$ cat src/rtl/memory_port_controller_if.sv
// Host request/response, clear control and single-port memory signals for memory_port_controller.
// The slave view belongs to the controller; the master view belongs to the host plus the memory.
interface memory_port_controller_if #(
    parameter int DATAWIDTH    = 8,
    parameter int ADDRESSWIDTH = 10
);
    logic                    reqValid;
    logic                    reqReady;
    logic                    reqWrite;
    logic [ADDRESSWIDTH-1:0] reqAddress;
    logic [DATAWIDTH-1:0]    reqData;
    logic                    rspValid;
    logic                    rspReady;
    logic [DATAWIDTH-1:0]    rspData;
    logic                    clearReq;
    logic                    clearBusy;
    logic                    memWriteEn;
    logic [DATAWIDTH-1:0]    memDataIn;
    logic [ADDRESSWIDTH-1:0] memAddress;
    logic [DATAWIDTH-1:0]    memDataOut;

    modport slave (
        input  reqValid, reqWrite, reqAddress, reqData, rspReady, clearReq, memDataOut,
        output reqReady, rspValid, rspData, clearBusy, memWriteEn, memDataIn, memAddress
    );

    modport master (
        output reqValid, reqWrite, reqAddress, reqData, rspReady, clearReq, memDataOut,
        input  reqReady, rspValid, rspData, clearBusy, memWriteEn, memDataIn, memAddress
    );
endinterface

$ cat src/rtl/memory_port_controller.sv
// Single-port memory controller: zero-fills memory after reset or on request, then serves
// host reads/writes with one read per cycle and a back-pressured, stable read response.
module memory_port_controller #(
    parameter int DATAWIDTH    = 8,
    parameter int DATADEPTH    = 1024,
    parameter int ADDRESSWIDTH = $clog2(DATADEPTH)
) (
    input  logic                    clk,
    input  logic                    resetn,
    memory_port_controller_if.slave ctrl
);
    typedef enum logic [1:0] {
        INIT  = 2'd0,
        CLEAR = 2'd1,
        IDLE  = 2'd2
    } state_t;

    localparam logic [ADDRESSWIDTH-1:0] LAST_ADDR = ADDRESSWIDTH'(DATADEPTH - 1);

    state_t                  state, next_state;
    logic [ADDRESSWIDTH-1:0] counter, next_counter;
    logic [ADDRESSWIDTH-1:0] addr_reg, next_addr;
    logic                    rsp_valid, next_rsp_valid;
    logic                    accept;
    logic [DATAWIDTH-1:0]    write_data;

    assign write_data    = ctrl.reqData;
    assign ctrl.rspValid = rsp_valid;
    assign ctrl.rspData  = ctrl.memDataOut;

    always_ff @(posedge clk or negedge resetn) begin
        if (!resetn) begin
            state     <= INIT;
            counter   <= '0;
            addr_reg  <= '0;
            rsp_valid <= 1'b0;
        end else begin
            state     <= next_state;
            counter   <= next_counter;
            addr_reg  <= next_addr;
            rsp_valid <= next_rsp_valid;
        end
    end

    always_comb begin
        next_state      = state;
        next_counter    = counter;
        next_addr       = addr_reg;
        next_rsp_valid  = rsp_valid;
        accept          = 1'b0;
        ctrl.reqReady   = 1'b0;
        ctrl.clearBusy  = 1'b0;
        ctrl.memWriteEn = 1'b0;
        ctrl.memDataIn  = '0;
        ctrl.memAddress = addr_reg;

        unique case (state)
            INIT: begin
                ctrl.clearBusy  = 1'b1;
                ctrl.memAddress = '0;
                next_counter    = '0;
                next_state      = CLEAR;
            end

            CLEAR: begin
                ctrl.clearBusy  = 1'b1;
                ctrl.memWriteEn = 1'b1;
                ctrl.memAddress = counter;
                if (counter == LAST_ADDR) begin
                    next_counter = '0;
                    next_state   = IDLE;
                end else begin
                    next_counter = counter + 1'b1;
                end
            end

            IDLE: begin
                // A clear only starts once no response is outstanding, and it wins over any request.
                if (ctrl.clearReq && !rsp_valid) begin
                    next_counter = '0;
                    next_state   = CLEAR;
                end else begin
                    ctrl.reqReady = !rsp_valid || ctrl.rspReady;
                    accept        = ctrl.reqValid && ctrl.reqReady;
                    if (accept) begin
                        ctrl.memAddress = ctrl.reqAddress;
                        next_addr       = ctrl.reqAddress;
                        if (ctrl.reqWrite) begin
                            ctrl.memWriteEn = 1'b1;
                            ctrl.memDataIn  = write_data;
                        end
                    end
                    if (accept && !ctrl.reqWrite) begin
                        next_rsp_valid = 1'b1;
                    end else if (rsp_valid && ctrl.rspReady) begin
                        next_rsp_valid = 1'b0;
                    end
                end
            end

            default: begin
                next_state = INIT;
            end
        endcase
    end
endmodule

$ cat src/flat_wrapper.sv
// flat-port wrapper written by rule: the top's interface ports become plain ports
module memory_port_controller_flat 
#(
    parameter int DATAWIDTH    = 8,
    parameter int DATADEPTH    = 1024,
    parameter int ADDRESSWIDTH = $clog2(DATADEPTH)
)
  (clk, resetn, ctrl_reqValid, ctrl_reqWrite, ctrl_reqAddress, ctrl_reqData, ctrl_rspReady, ctrl_clearReq, ctrl_memDataOut, ctrl_reqReady, ctrl_rspValid, ctrl_rspData, ctrl_clearBusy, ctrl_memWriteEn, ctrl_memDataIn, ctrl_memAddress);
  memory_port_controller_if #(.DATAWIDTH(DATAWIDTH), .ADDRESSWIDTH(ADDRESSWIDTH)) ctrl_i ();
  input  logic clk;
  input  logic resetn;
  input wire logic [$bits(ctrl_i.reqValid)-1:0] ctrl_reqValid;
  input wire logic [$bits(ctrl_i.reqWrite)-1:0] ctrl_reqWrite;
  input wire logic [$bits(ctrl_i.reqAddress)-1:0] ctrl_reqAddress;
  input wire logic [$bits(ctrl_i.reqData)-1:0] ctrl_reqData;
  input wire logic [$bits(ctrl_i.rspReady)-1:0] ctrl_rspReady;
  input wire logic [$bits(ctrl_i.clearReq)-1:0] ctrl_clearReq;
  input wire logic [$bits(ctrl_i.memDataOut)-1:0] ctrl_memDataOut;
  output wire logic [$bits(ctrl_i.reqReady)-1:0] ctrl_reqReady;
  output wire logic [$bits(ctrl_i.rspValid)-1:0] ctrl_rspValid;
  output wire logic [$bits(ctrl_i.rspData)-1:0] ctrl_rspData;
  output wire logic [$bits(ctrl_i.clearBusy)-1:0] ctrl_clearBusy;
  output wire logic [$bits(ctrl_i.memWriteEn)-1:0] ctrl_memWriteEn;
  output wire logic [$bits(ctrl_i.memDataIn)-1:0] ctrl_memDataIn;
  output wire logic [$bits(ctrl_i.memAddress)-1:0] ctrl_memAddress;
  assign ctrl_i.reqValid = ctrl_reqValid;
  assign ctrl_i.reqWrite = ctrl_reqWrite;
  assign ctrl_i.reqAddress = ctrl_reqAddress;
  assign ctrl_i.reqData = ctrl_reqData;
  assign ctrl_i.rspReady = ctrl_rspReady;
  assign ctrl_i.clearReq = ctrl_clearReq;
  assign ctrl_i.memDataOut = ctrl_memDataOut;
  assign ctrl_reqReady = ctrl_i.reqReady;
  assign ctrl_rspValid = ctrl_i.rspValid;
  assign ctrl_rspData = ctrl_i.rspData;
  assign ctrl_clearBusy = ctrl_i.clearBusy;
  assign ctrl_memWriteEn = ctrl_i.memWriteEn;
  assign ctrl_memDataIn = ctrl_i.memDataIn;
  assign ctrl_memAddress = ctrl_i.memAddress;
  memory_port_controller #(.DATAWIDTH(DATAWIDTH), .DATADEPTH(DATADEPTH), .ADDRESSWIDTH(ADDRESSWIDTH)) u_core (.clk(clk), .resetn(resetn), .ctrl(ctrl_i));
endmodule
$ cat config.mk
export PLATFORM = sky130hd
export DESIGN_NAME = memory_port_controller_flat
export DESIGN_NICKNAME = d
export VERILOG_FILES = /design/src/rtl/memory_port_controller_if.sv /design/src/rtl/memory_port_controller.sv /design/src/flat_wrapper.sv
export SDC_FILE = /design/constraint.sdc
export NUM_CORES = 1
export LEC_CHECK = 0
export BUFFER_PORTS_ARGS = -buffer_cell sky130_fd_sc_hd__buf_2
export CAP_MARGIN = 20
export CORE_UTILIZATION = 35
export DETAILED_ROUTE_END_ITERATION = 12
export GPL_TIMING_DRIVEN = 0
export HOLD_SLACK_MARGIN = 0.02
export PLACE_DENSITY_LB_ADDON = 0.05
export SYNTH_ARGS = -nofsm -noshare
export SYNTH_HDL_FRONTEND = slang
export SYNTH_SLANG_ARGS = --single-unit
$ cat constraint.sdc
create_clock -name clk -period 2.27 [get_ports clk]
set_clock_uncertainty 0.2 [all_clocks]
set_input_delay 0.5675 -clock clk [delete_from_list [all_inputs] [get_ports clk]]
set_output_delay 0.5675 -clock clk [all_outputs]
set_load 0.005 [all_outputs]
Yosys cells after proc, flatten, opt, wreduce, memory -nomap -nowiden

Cells that the tools add are included.

Flip-flop bits (word level): 23
Output and inout bits: 30
Input port bits: 32
Word-level logic and storage cells: 47

Reduce and logical (&&, ||, !) cells: 14
Bitwise logic cells: 1
$add $sub $neg: 1
Eq/ne operators: 5
Mux-type cells: 22

Operators with widths:

| operator                                                        | number |
|---|---|
| 10-bit one-hot mux with 3 select lines                          | 2 |
| 10-bit two-way mux                                              | 4 |
| 8-bit two-way mux                                               | 4 |
| 10-bit by 1-bit adder with 10-bit output, second input constant | 1 |
| 10-bit == test, second input constant                           | 1 |
| 1-bit two-way mux                                               | 8 |
| 2-bit one-hot mux with 3 select lines                           | 1 |
| 1-bit logical AND                                               | 4 |
| 2-bit two-way mux                                               | 2 |
| 2-bit by 1-bit != test with 1-bit output, second input constant | 2 |
| 2-bit AND reduction                                             | 2 |
| 3-bit AND reduction                                             | 1 |
| 3-bit nonzero test                                              | 1 |
| 2-bit by 1-bit == test with 1-bit output, second input constant | 1 |
| 2-bit == test, second input constant                            | 1 |
| 1-bit zero test                                                 | 2 |
| 2-bit zero test                                                 | 1 |
| 1-bit one-hot mux with 2 select lines                           | 1 |
| 2-bit nonzero test                                              | 1 |
| 2-bit OR reduction                                              | 1 |
| 1-bit logical OR                                                | 1 |
| 1-bit NOT                                                       | 1 |

Depth between registers and ports, before layout

Depth after elaboration: 6
Gate-level depth with buffers: 8
Depth with buffers taken out: 6

Worst setup path before layout

Ideal clock, no wire load.

Kind: flip-flop to output port
Start: register u_core.state[1]
End: output ctrl_memAddress[3]
Slack: 0.047 ns
Stages on the path, launching flop included: 7
Data arrival time: 1.456 ns
Buffers on the path: 1
Required time: 1.502 ns
Cells stage by stage: dfrtp_1 > inv_1 > ha_1 > buf_2 > inv_1 > nor2_1 > a221o_2

Cells in the longest elaborated chain, start to end: 2
Elaborated cells between the ends (all ways): 4

RTL lines:

| what                                        | line                         | text |
|---|---|---|
| from (decl)                                 | memory_port_controller.sv:20 | `state_t state, next_state;` |
| from (signal assigned)                      | memory_port_controller.sv:38 | `state <= next_state;` |
| 2-bit == test, or another cell as far along | memory_port_controller.sv:57 | `unique case (state)` |
| 10-bit one-hot mux with 3 select lines *    | memory_port_controller.sv:57 |  |
| to (decl)                                   | flat_wrapper.sv:25           | `output wire logic [$bits(ctrl_i.memAddress)-1:0] ctrl_memAddress;` |

Mark *: on every way between the ends. The rest lies on a longest branch, timed or not.

Worst setup path in the final report

Start: register u_core.state[0]
End: output ctrl_memAddress[8]

Same word-level chain as after synthesis.

==> impl_metrics.env <==
export IMPL_std_cell_rows=23
export IMPL_worst_path_max_fanout=5
export IMPL_worstPathBufferInverterCount=3
export IMPL_gr_usage_all_layers_pct=19.7
export IMPL_drt_first_iter_violations=78
export IMPL_r2r_start="u_core.state[0]"
export IMPL_r2r_end="u_core.counter[8]"
export IMPL_async_flop_share_pct=100
export IMPL_drc=0
export IMPL_gr_total_overflow=0
export IMPL_regToRegSetupSlack_ns=0.21
export IMPL_hpwl_mm=2.87
export IMPL_cpPeakStageDelay_ns=0.43
export IMPL_status="finished, violations left"
export IMPL_synth_top_area_share_pct=38.1
export IMPL_htree_levels=1
export IMPL_synthTopCellsByCount="23 x dfrtp_1, 12 x nand2_1, 11 x and2_1, 11 x nand3_1"
export IMPL_antenna_found_initial=0
export IMPL_violations="negative setup slack"
export IMPL_cts_reportedPaths_clkPinSlew_ns=0.09
export IMPL_synth_area_per_cell_um2=10.0
export IMPL_synth_most_common_cell="dfrtp_1"
export IMPL_dieArea_um2=4580
export IMPL_fin_cells=266
export IMPL_wl_mm=4.12
export IMPL_yosysTopAreaCell="dfrtp_1"
export IMPL_tns_ns=-5.62
export IMPL_ys_flop_type="dfrtp_1"
export IMPL_synthCells=151
export IMPL_fp_dieW_um=67.7
export IMPL_port_buffers=53
export IMPL_rsz0062_at_grt="yes"
export IMPL_setup_ws_ns=-0.341
export IMPL_r2r_cells=9
export IMPL_vias=1379
export IMPL_finalHoldViolations=0
export IMPL_synth_area_leaders="dfrtp_1 38%, mux2_2 7.5%, a221o_1 6.0%, nor3b_1 5.0%, and2_1 4.6%"
export IMPL_path_class="register to output port"
export IMPL_cts_made_buffers=3
export IMPL_fmax_mhz=383
export IMPL_grt_pass1_vias=1366
export IMPL_antennaDiodeCount=0
export IMPL_syn_area_um2=1510
export IMPL_final_max_slew_viol_count=0
export IMPL_seq_area_frac_synth_pct=38.1
export IMPL_detail_route_vias_per_cell=5.18
export IMPL_place_congestion=0.767
export IMPL_clkSinkCount=23
export IMPL_yosysWarnings=0
export IMPL_end_kind="output port"
export IMPL_postRouteAntennaNets=0
export IMPL_worst_pin_slew_ns=0.548
export IMPL_yosysUniqueCellTypes=36
export IMPL_ctsLongestPathBuffers=2
export IMPL_chipHeight_um=67.7
export IMPL_drive_gt1_share_pct=54.2
export IMPL_utilization_pct=52.2
export IMPL_area_growth_syn_to_layout_pct=40.2
export IMPL_layout_nets=254
export IMPL_num_io_pins=62
export IMPL_syn_nets=188
export IMPL_ys_seq_elements=23
export IMPL_dpl_cell_count=254
export IMPL_crit_required_ns=1.50
export IMPL_relSlewSlack_pct=63.5
export IMPL_grt_max_degree=24
export IMPL_cp_start_kind="register"
export IMPL_grt_pass1_wl_mm=6.55
export IMPL_critPathArrivalTime_ns=1.84
export IMPL_cts_root_buf="clkbuf_8"
export IMPL_cap_violations=0
export IMPL_initial_core_util_pct=37.2
export IMPL_power_density_nw_per_um2=343
export IMPL_insertion_delay_ns=0.26
export IMPL_final_cell_area_um2=2120
export IMPL_drt_wirelength_per_cell_um=15.5
export IMPL_cts_tree="yes"
export IMPL_irDropWorstVdd_v=0.000302
export IMPL_dr_pass1_iters=4
export IMPL_setup_viol=20
export IMPL_finalCriticalPeriod_ns=2.61
export IMPL_placed_cell_area_um2=1840
export IMPL_finalCritPeriodShare_pct=115
export IMPL_core_um2=4060
export IMPL_power_leakage_uw=0.00106
export IMPL_cp_cell_sequence="inv_2 -> ha_4 -> nand4_1 -> buf_6 -> nor3b_2 -> a221o_1 -> buf_2"
export IMPL_critPathSlowestCell="dfrtp_1"
export IMPL_synth_edf_count=0
export IMPL_hold_path_class="primary input to asynchronous set/reset pin"
export IMPL_crit_family="buffers and inverters"
==> repair_timing <==
action,in CTS,in global routing
gates cloned,2,0
setup buffers,6,2
hold buffers,0,0
setup endpoints to repair,20,20
pin swaps,15,13
resized for setup,30,14
==> worst max path at each step <==
stage	to	depth (start not counted)	startpoint
after floorplan	ctrl_memAddress[3]	6	u_core.state[1]
after global placement	ctrl_memAddress[2]	7	u_core.state[1]
after detailed placement	ctrl_memAddress[2]	7	u_core.state[1]
after CTS	ctrl_memAddress[2]	8	u_core.state[0]
after global routing	ctrl_memAddress[7]	7	u_core.state[0]
final	ctrl_memAddress[8]	7	u_core.state[0]
==> final cells by class <==
type	count	area (um2)
fill	364	1940
multi-input combinational	109	948
sequential	23	577
timing repair buffer	62	372
buffer	13	93.8
tap	50	62.6
clock buffer	4	45.0
inverter	5	18.8
==> report_power, final <==
part           leakage [uW]  total, uW  switching (uW)  internal, uW
sequential         0.000305        409               0           409
clock             0.0000228        260             135           125
combinational      0.000730       57.0            24.9          32.1
total               0.00106        726             160           567
==> cells in the final DEF (no fill, tap or decap), types with 4 or more instances in the layout <==
| cell type | Yosys | routed |
|---|---|---|
| a221o_1 | 9 | 9 |
| and2_1 | 11 | 7 |
| and2_4 | 0 | 4 |
| buf_2 | 6 | 51 |
| buf_4 | 8 | 15 |
| buf_6 | 0 | 8 |
| dfrtp_1 | 23 | 22 |
| mux2_2 | 10 | 10 |
| nand2_1 | 12 | 12 |
| nand3_1 | 11 | 11 |
| nor3b_2 | 0 | 9 |
| o311ai_1 | 6 | 6 |
==> kinds of logic after synthesis <==
family	synth area share, %
AND/OR/NAND/NOR	23.7
buffers and inverters	7.46
flip-flops	38.1
multiplexers	7.46
adder cells (fa/ha/maj)	4.14
AO/OA/AOI/OAI	19.1
==> metrics by stage <==
step / hold slack, ns / total power (uW) / setup slack (ns)
floorplan: 0.0719 / 435 / 0.0466
global placement: 0.288 / 470 / -0.418
detailed placement: 0.295 / 472 / -0.445
CTS: 0.0977 / 734 / -0.394
global route: 0.114 / 756 / -0.443
finish: 0.0748 / 726 / -0.341
==> metal layers <==
metal | track usage, % | part of all wire [%] | up-vias
met5 | 0 | 0 | -
met4 | 3.99 | 0.41 | 0
met3 | 3.55 | 3.4 | 2
met2 | 34.7 | 51 | 33
met1 | 24.9 | 45 | 660
li1 | - | - | 684
Note: power is estimated with default switching activity, not from simulation.
